## src/rtl/sync_fifo_pkg.sv

```systemverilog
// sync_fifo_pkg: shared constants and parameter-checking helpers for sync_fifo_th.
// The optional first-word fall-through mode is selected with FIFO_FWFT_EN (see sync_fifo_th).
package sync_fifo_pkg;

  localparam int DEFAULT_DEPTH = 16;
  localparam int DEFAULT_WIDTH = 8;

  // Pointer width carries one extra wrap bit above the memory address bits.
  function automatic int ptr_width(input int depth);
    return $clog2(depth) + 1;
  endfunction

  function automatic bit is_pow2(input int n);
    return (n >= 2) && ((n & (n - 1)) == 0);
  endfunction

  function automatic bit af_level_ok(input int depth, input int af_level);
    return (af_level >= 1) && (af_level <= depth);
  endfunction

  function automatic bit ae_level_ok(input int depth, input int ae_level);
    return (ae_level >= 0) && (ae_level <= depth - 1);
  endfunction

endpackage

```

## src/rtl/sync_fifo_mem.sv

```systemverilog
// sync_fifo_mem: DEPTH x WIDTH register array, synchronous write, asynchronous read.
// No reset: contents are don't-care until written, and pointers gate all visibility.
module sync_fifo_mem #(
  parameter int DEPTH = 16,
  parameter int WIDTH = 8
) (
  input  logic                     clk_i,
  input  logic                     we_i,
  input  logic [$clog2(DEPTH)-1:0] waddr_i,
  input  logic [WIDTH-1:0]         wdata_i,
  input  logic [$clog2(DEPTH)-1:0] raddr_i,
  output logic [WIDTH-1:0]         rdata_o
);

  logic [WIDTH-1:0] mem_q [DEPTH];

  // Store the write word on an accepted write.
  always_ff @(posedge clk_i) begin
    if (we_i) begin
      mem_q[waddr_i] <= wdata_i;
    end
  end

  assign rdata_o = mem_q[raddr_i];

endmodule

```

## src/rtl/sync_fifo_th.sv

```systemverilog
// sync_fifo_th: synchronous FIFO with wrap-bit pointers, occupancy count,
// almost-full/almost-empty thresholds and one-cycle overflow/underflow pulses.
// Define FIFO_FWFT_EN for first-word fall-through output; otherwise dout is
// registered and loads on the edge that accepts a read.
module sync_fifo_th
  import sync_fifo_pkg::*;
#(
  parameter int DEPTH    = DEFAULT_DEPTH,
  parameter int WIDTH    = DEFAULT_WIDTH,
  parameter int AF_LEVEL = DEPTH - 2,
  parameter int AE_LEVEL = 2
) (
  input  logic                   clk_i,
  input  logic                   rst_i,
  input  logic                   wr_i,
  input  logic [WIDTH-1:0]       din_i,
  input  logic                   rd_i,
  output logic [WIDTH-1:0]       dout_o,
  output logic                   empty_o,
  output logic                   full_o,
  output logic                   almost_empty_o,
  output logic                   almost_full_o,
  output logic [$clog2(DEPTH):0] count_o,
  output logic                   overflow_o,
  output logic                   underflow_o
);

  localparam int AW = $clog2(DEPTH);
  localparam int PW = ptr_width(DEPTH);
  localparam logic [PW-1:0] AF_LVL = PW'(AF_LEVEL);
  localparam logic [PW-1:0] AE_LVL = PW'(AE_LEVEL);

  if (!is_pow2(DEPTH)) begin : g_bad_depth
    $error("sync_fifo_th: DEPTH must be a power of two and at least 2");
  end
  if (!af_level_ok(DEPTH, AF_LEVEL)) begin : g_bad_af
    $error("sync_fifo_th: AF_LEVEL must lie in 1..DEPTH");
  end
  if (!ae_level_ok(DEPTH, AE_LEVEL)) begin : g_bad_ae
    $error("sync_fifo_th: AE_LEVEL must lie in 0..DEPTH-1");
  end

  logic [PW-1:0]    wptr_q, wptr_d;
  logic [PW-1:0]    rptr_q, rptr_d;
  logic             overflow_q, overflow_d;
  logic             underflow_q, underflow_d;
  logic             empty, full;
  logic             wr_acc, rd_acc;
  logic [PW-1:0]    level;
  logic [WIDTH-1:0] rdata;

  // Flags come straight from the registered pointers; the wrap bit
  // distinguishes full from empty when the address bits match.
  always_comb begin
    empty = (wptr_q == rptr_q);
    full  = (wptr_q[AW-1:0] == rptr_q[AW-1:0]) && (wptr_q[AW] != rptr_q[AW]);
    level = wptr_q - rptr_q;
  end

  // Acceptance uses pre-edge flags, so a full FIFO still accepts a read
  // and an empty FIFO still accepts a write in the same cycle.
  always_comb begin
    wr_acc      = wr_i && !full;
    rd_acc      = rd_i && !empty;
    wptr_d      = wptr_q + PW'(wr_acc);
    rptr_d      = rptr_q + PW'(rd_acc);
    overflow_d  = wr_i && full;
    underflow_d = rd_i && empty;
  end

  // Pointer and error-pulse registers; reset beats any request.
  always_ff @(posedge clk_i) begin
    if (rst_i) begin
      wptr_q      <= '0;
      rptr_q      <= '0;
      overflow_q  <= 1'b0;
      underflow_q <= 1'b0;
    end else begin
      wptr_q      <= wptr_d;
      rptr_q      <= rptr_d;
      overflow_q  <= overflow_d;
      underflow_q <= underflow_d;
    end
  end

  sync_fifo_mem #(
    .DEPTH (DEPTH),
    .WIDTH (WIDTH)
  ) u_mem (
    .clk_i   (clk_i),
    .we_i    (wr_acc && !rst_i),
    .waddr_i (wptr_q[AW-1:0]),
    .wdata_i (din_i),
    .raddr_i (rptr_q[AW-1:0]),
    .rdata_o (rdata)
  );

`ifdef FIFO_FWFT_EN
  // Head word is presented as soon as it exists; a read pops it.
  always_comb begin
    dout_o = empty ? '0 : rdata;
  end
`else
  logic [WIDTH-1:0] dout_q, dout_d;

  // Capture the head word on the edge that accepts a read, else hold.
  always_comb begin
    dout_d = rd_acc ? rdata : dout_q;
  end

  // Registered read data with one cycle of latency.
  always_ff @(posedge clk_i) begin
    if (rst_i) begin
      dout_q <= '0;
    end else begin
      dout_q <= dout_d;
    end
  end

  assign dout_o = dout_q;
`endif

  assign empty_o        = empty;
  assign full_o         = full;
  assign count_o        = level;
  assign almost_empty_o = (level <= AE_LVL);
  assign almost_full_o  = (level >= AF_LVL);
  assign overflow_o     = overflow_q;
  assign underflow_o    = underflow_q;

endmodule
```

## config.mk

```make
export PLATFORM = sky130hd
export DESIGN_NAME = sync_fifo_th
export DESIGN_NICKNAME = d
export VERILOG_FILES = /design/src/rtl/sync_fifo_pkg.sv /design/src/rtl/sync_fifo_mem.sv /design/src/rtl/sync_fifo_th.sv
export SDC_FILE = /design/constraint.sdc
export NUM_CORES = 1
export LEC_CHECK = 0
export ABC_CLOCK_PERIOD_IN_PS = 6310
export BUFFER_PORTS_ARGS = -buffer_cell sky130_fd_sc_hd__buf_2
export CORE_MARGIN = 1
export CORE_UTILIZATION = 55
export DETAILED_ROUTE_END_ITERATION = 10
export PLACE_DENSITY_LB_ADDON = 0.3
export SKIP_LAST_GASP = 1
export SLEW_MARGIN = 5
export SYNTH_ARGS = -nofsm -noshare
export SYNTH_HDL_FRONTEND = slang
export SYNTH_SLANG_ARGS = --single-unit
```

## constraint.sdc

```tcl
create_clock -name clk_i -period 6.31 [get_ports clk_i]
set_clock_uncertainty 0.05 [all_clocks]
set_input_delay 0.3155 -clock clk_i [delete_from_list [all_inputs] [get_ports clk_i]]
set_output_delay 0.3155 -clock clk_i [all_outputs]
set_load 0.005 [all_outputs]
```

==> metrics <==
dominant combinational cell family by area after synthesis multiplexers; biggest cell delay along the critical path 1.02 ns; Via density 6.06; type of the worst min-delay path in2reg; number of global-route vias before repair 3,249; growth of design area from synthesis to finish 14.4%; Clock Path Buffers 2; overflow left after global routing 0; parity-gate share of the synthesized area counting xor and xnor cells 1.45%; antenna violations before repair 0; mean instance size in the synthesized netlist 17.2 µm²; net count after synthesis 368; most area-consuming cells after synthesis sky130_fd_sc_hd__edfxtp_1, sky130_fd_sc_hd__dfxtp_1, sky130_fd_sc_hd__mux4_2, sky130_fd_sc_hd__mux2i_1, sky130_fd_sc_hd__nor2_1; type of destination of the critical path register; adder and majority gate portion of the synthesized area 2.02%; overall routed net length 11.9 mm; IO Count 31; highest achievable clock rate 0.256 GHz; layout cells sized above 1 21.9%; gate count of the mapped netlist 347; Final TNS setup 0 ns; fraction of synthesized cell area taken by the top area cell type 64.5%; count of flip-flops with a built-in enable after synthesis 128; input/output buffers 30; number of DRC markers in iteration 0 220; clock slew at reported path FFs 0.06 ns; cells along the critical path inv_1, ha_1, and4_1, a21oi_1, or3b_1, nor3_1; GRT Total Usage 23.2%; dpl ws 2.43 ns; Max Transition Viols Final 0; Die Outline Area 11,300 µm²; Chip Width 106 µm; share of the synthesized area in compound gates (AO/OA/AOI/OAI) 6.49%; share of synthesized area occupied by flip-flops and latches 71.2%; estimated wirelength of the detail-placed design 7.57 mm; fill cell count 697; RSZ-0062 raised after global routing false; number of detailed-routing iterations run before antenna repair 5; vertical die dimension 106 µm; cell area after synthesis 5960 µm²; critical path data arrival time 4.00 ns; post-synthesis share of cell area spent on and, or, nand and nor gates 5.00%; CTS tree done; number of clock buffers inserted by TritonCTS 17; DP Area 6170 µm²; final worst hold slack 0.0179 ns; detail-routed net length per standard cell 22.5 µm; post-cts sizing count 0; FFs w/ async S/R, synth 0%; CTS Root Cell sky130_fd_sc_hd__clkbuf_8; worst ir drop on vdd 157 µV; count of standard-cell rows 37; Final Wtd Congestion 0.835; DR DRC count 0; post-layout utilization of the core 65.4%; worst-path fanout max 23; outcome complete, no violations; power per cell area 365 nW/µm²; maximum number of pins on one net before global-route repair 50; maximum level of the CTS H-tree 4; Synthesis Warnings 0; library cells used by synthesis 41; Final Hold Vio Count 0; critical path's slowest cell sky130_fd_sc_hd__dfxtp_1; Detail Route Antenna Nets 0; worst-case headroom to the max-slew limit 24.8%; starting density of the core 57.2%; worst-skew pair later-pin latency 0.52 ns; vias post-DR 3,208; ratio of final minimum period to clock period 61.9%; most frequent cells after synthesis sky130_fd_sc_hd__edfxtp_1, sky130_fd_sc_hd__mux2i_1, sky130_fd_sc_hd__nor2_1; post-route cell area 6810 µm²; CTS Hold Buffers Added 0; Post CTS Setup Buffer Count 0; element type at the critical path start register; final setup vio count 0; commonest register cell after synthesis sky130_fd_sc_hd__edfxtp_1; number of sinks driven by the clock tree 148; number of register bits inferred by synthesis 148; wire length of the first global-routing pass 18.4 mm; slew of the pin with the lowest slew margin 1.12 ns; total leakage power 2.26 nW; antenna fix cells 0; total area of multi-input combinational cells 1570 µm²; type of the setup path with the least slack reg2reg; fraction of synthesized area in multiplexers 11.4%; required time at the worst-slack endpoint 6.40 ns; final critical-path required period 3.91 ns; most common cell in the synthesized netlist sky130_fd_sc_hd__edfxtp_1; sequential cell area in the final layout 4250 µm²; number of maximum-capacitance constraint violations 0; nets@finish 401; core area 10,400 µm²; post-synth top area cell sky130_fd_sc_hd__edfxtp_1; least setup slack across all paths after layout 2.40 ns
-- cell type report --
type	count	area share, %
clock buffers	27	8.32
well taps	136	2.50
inverters	7	0.386
repair buffers	31	2.31
multi-input cells	175	23.1
flip-flops and latches	148	62.3
clock inverters	5	1.12
-- per-stage QoR --
| step | total power [mW] | cells |
|---|---|---|
| after CTS | 2.49 | 529 |
| after global placement | 1.44 | 497 |
| after detailed placement | 1.45 | 497 |
| after global routing | 2.56 | 529 |
| after floorplan | 1.36 | 347 |
| final | 2.49 | 529 |
-- registers in the layout (all words and copies together) (netlist names) --
signal,flops
u_mem.mem_q,128
dout_o,8
rptr_q,5
wptr_q,5
overflow_o,1
underflow_o,1
-- critical path, delay by kind of cell, from the launching register on --
kind                     cells  cell delay (ns)
AND/OR/NAND/NOR              3             1.41
flip-flops                   1             1.02
AO/OA/AOI/OAI                1             0.43
adder cells (fa/ha/maj)      1             0.39
buffers and inverters        1             0.22
-- worst paths after layout --
check                           slack (ns)                    from  cells past startpoint                           to
worst max-delay path                  2.40    rptr_q[1]$_SDFF_PP0_                      6  u_mem.mem_q[0][4]$_DFFE_PP_
worst min-delay path                  0.02                    rd_i                      2       underflow_o$_SDFF_PP0_
worst max register to register        2.40    rptr_q[1]$_SDFF_PP0_                      6  u_mem.mem_q[0][4]$_DFFE_PP_
worst min register to register        0.47  dout_o[0]$_SDFFE_PP0P_                      2       dout_o[0]$_SDFFE_PP0P_
-- per-layer routing --
layer,track usage (%),up-vias,share of wire (%)
met3,6.56,26,5.9
met2,34.2,128,47
met1,32.3,1610,45
li1,-,1444,-
met4,10.4,0,2.4
met5,0,-,0
-- cell usage in the layout (no fill, tap or decap), drive strengths merged, types with 3 or more instances in the layout --
master and count:
nand3 5, a221oi 8, nand3b 3, clkbuf 27
ha 8, mux4 16, o21ai 9, a31oi 8
edfxtp 128, a311oi 8, mux2i 32, xor2 6
dfxtp 20, nor2b 6, xnor2 3, nor3 4
nand2 3, buf 31, nor2 29, inv 8
o22ai 8
-- power by group --
| part | switching, mW | internal [mW] | leakage [nW] |
|---|---|---|---|
| clock | 0.369 | 0.689 | 0.319 |
| combinational | 0.172 | 0.148 | 0.623 |
| sequential | 0.0208 | 1.09 | 1.32 |
-- cell families (layout without fill, tap and decap cells) --
kind of cell,Yosys count,after routing
flip-flops,148,148
AND/OR/NAND/NOR,60,60
AO/OA/AOI/OAI,49,49
multiplexers,48,48
buffers and inverters,24,70
adder cells (fa/ha/maj),9,9
XOR/XNOR,9,9
Note: power is estimated with default switching activity, not from simulation.
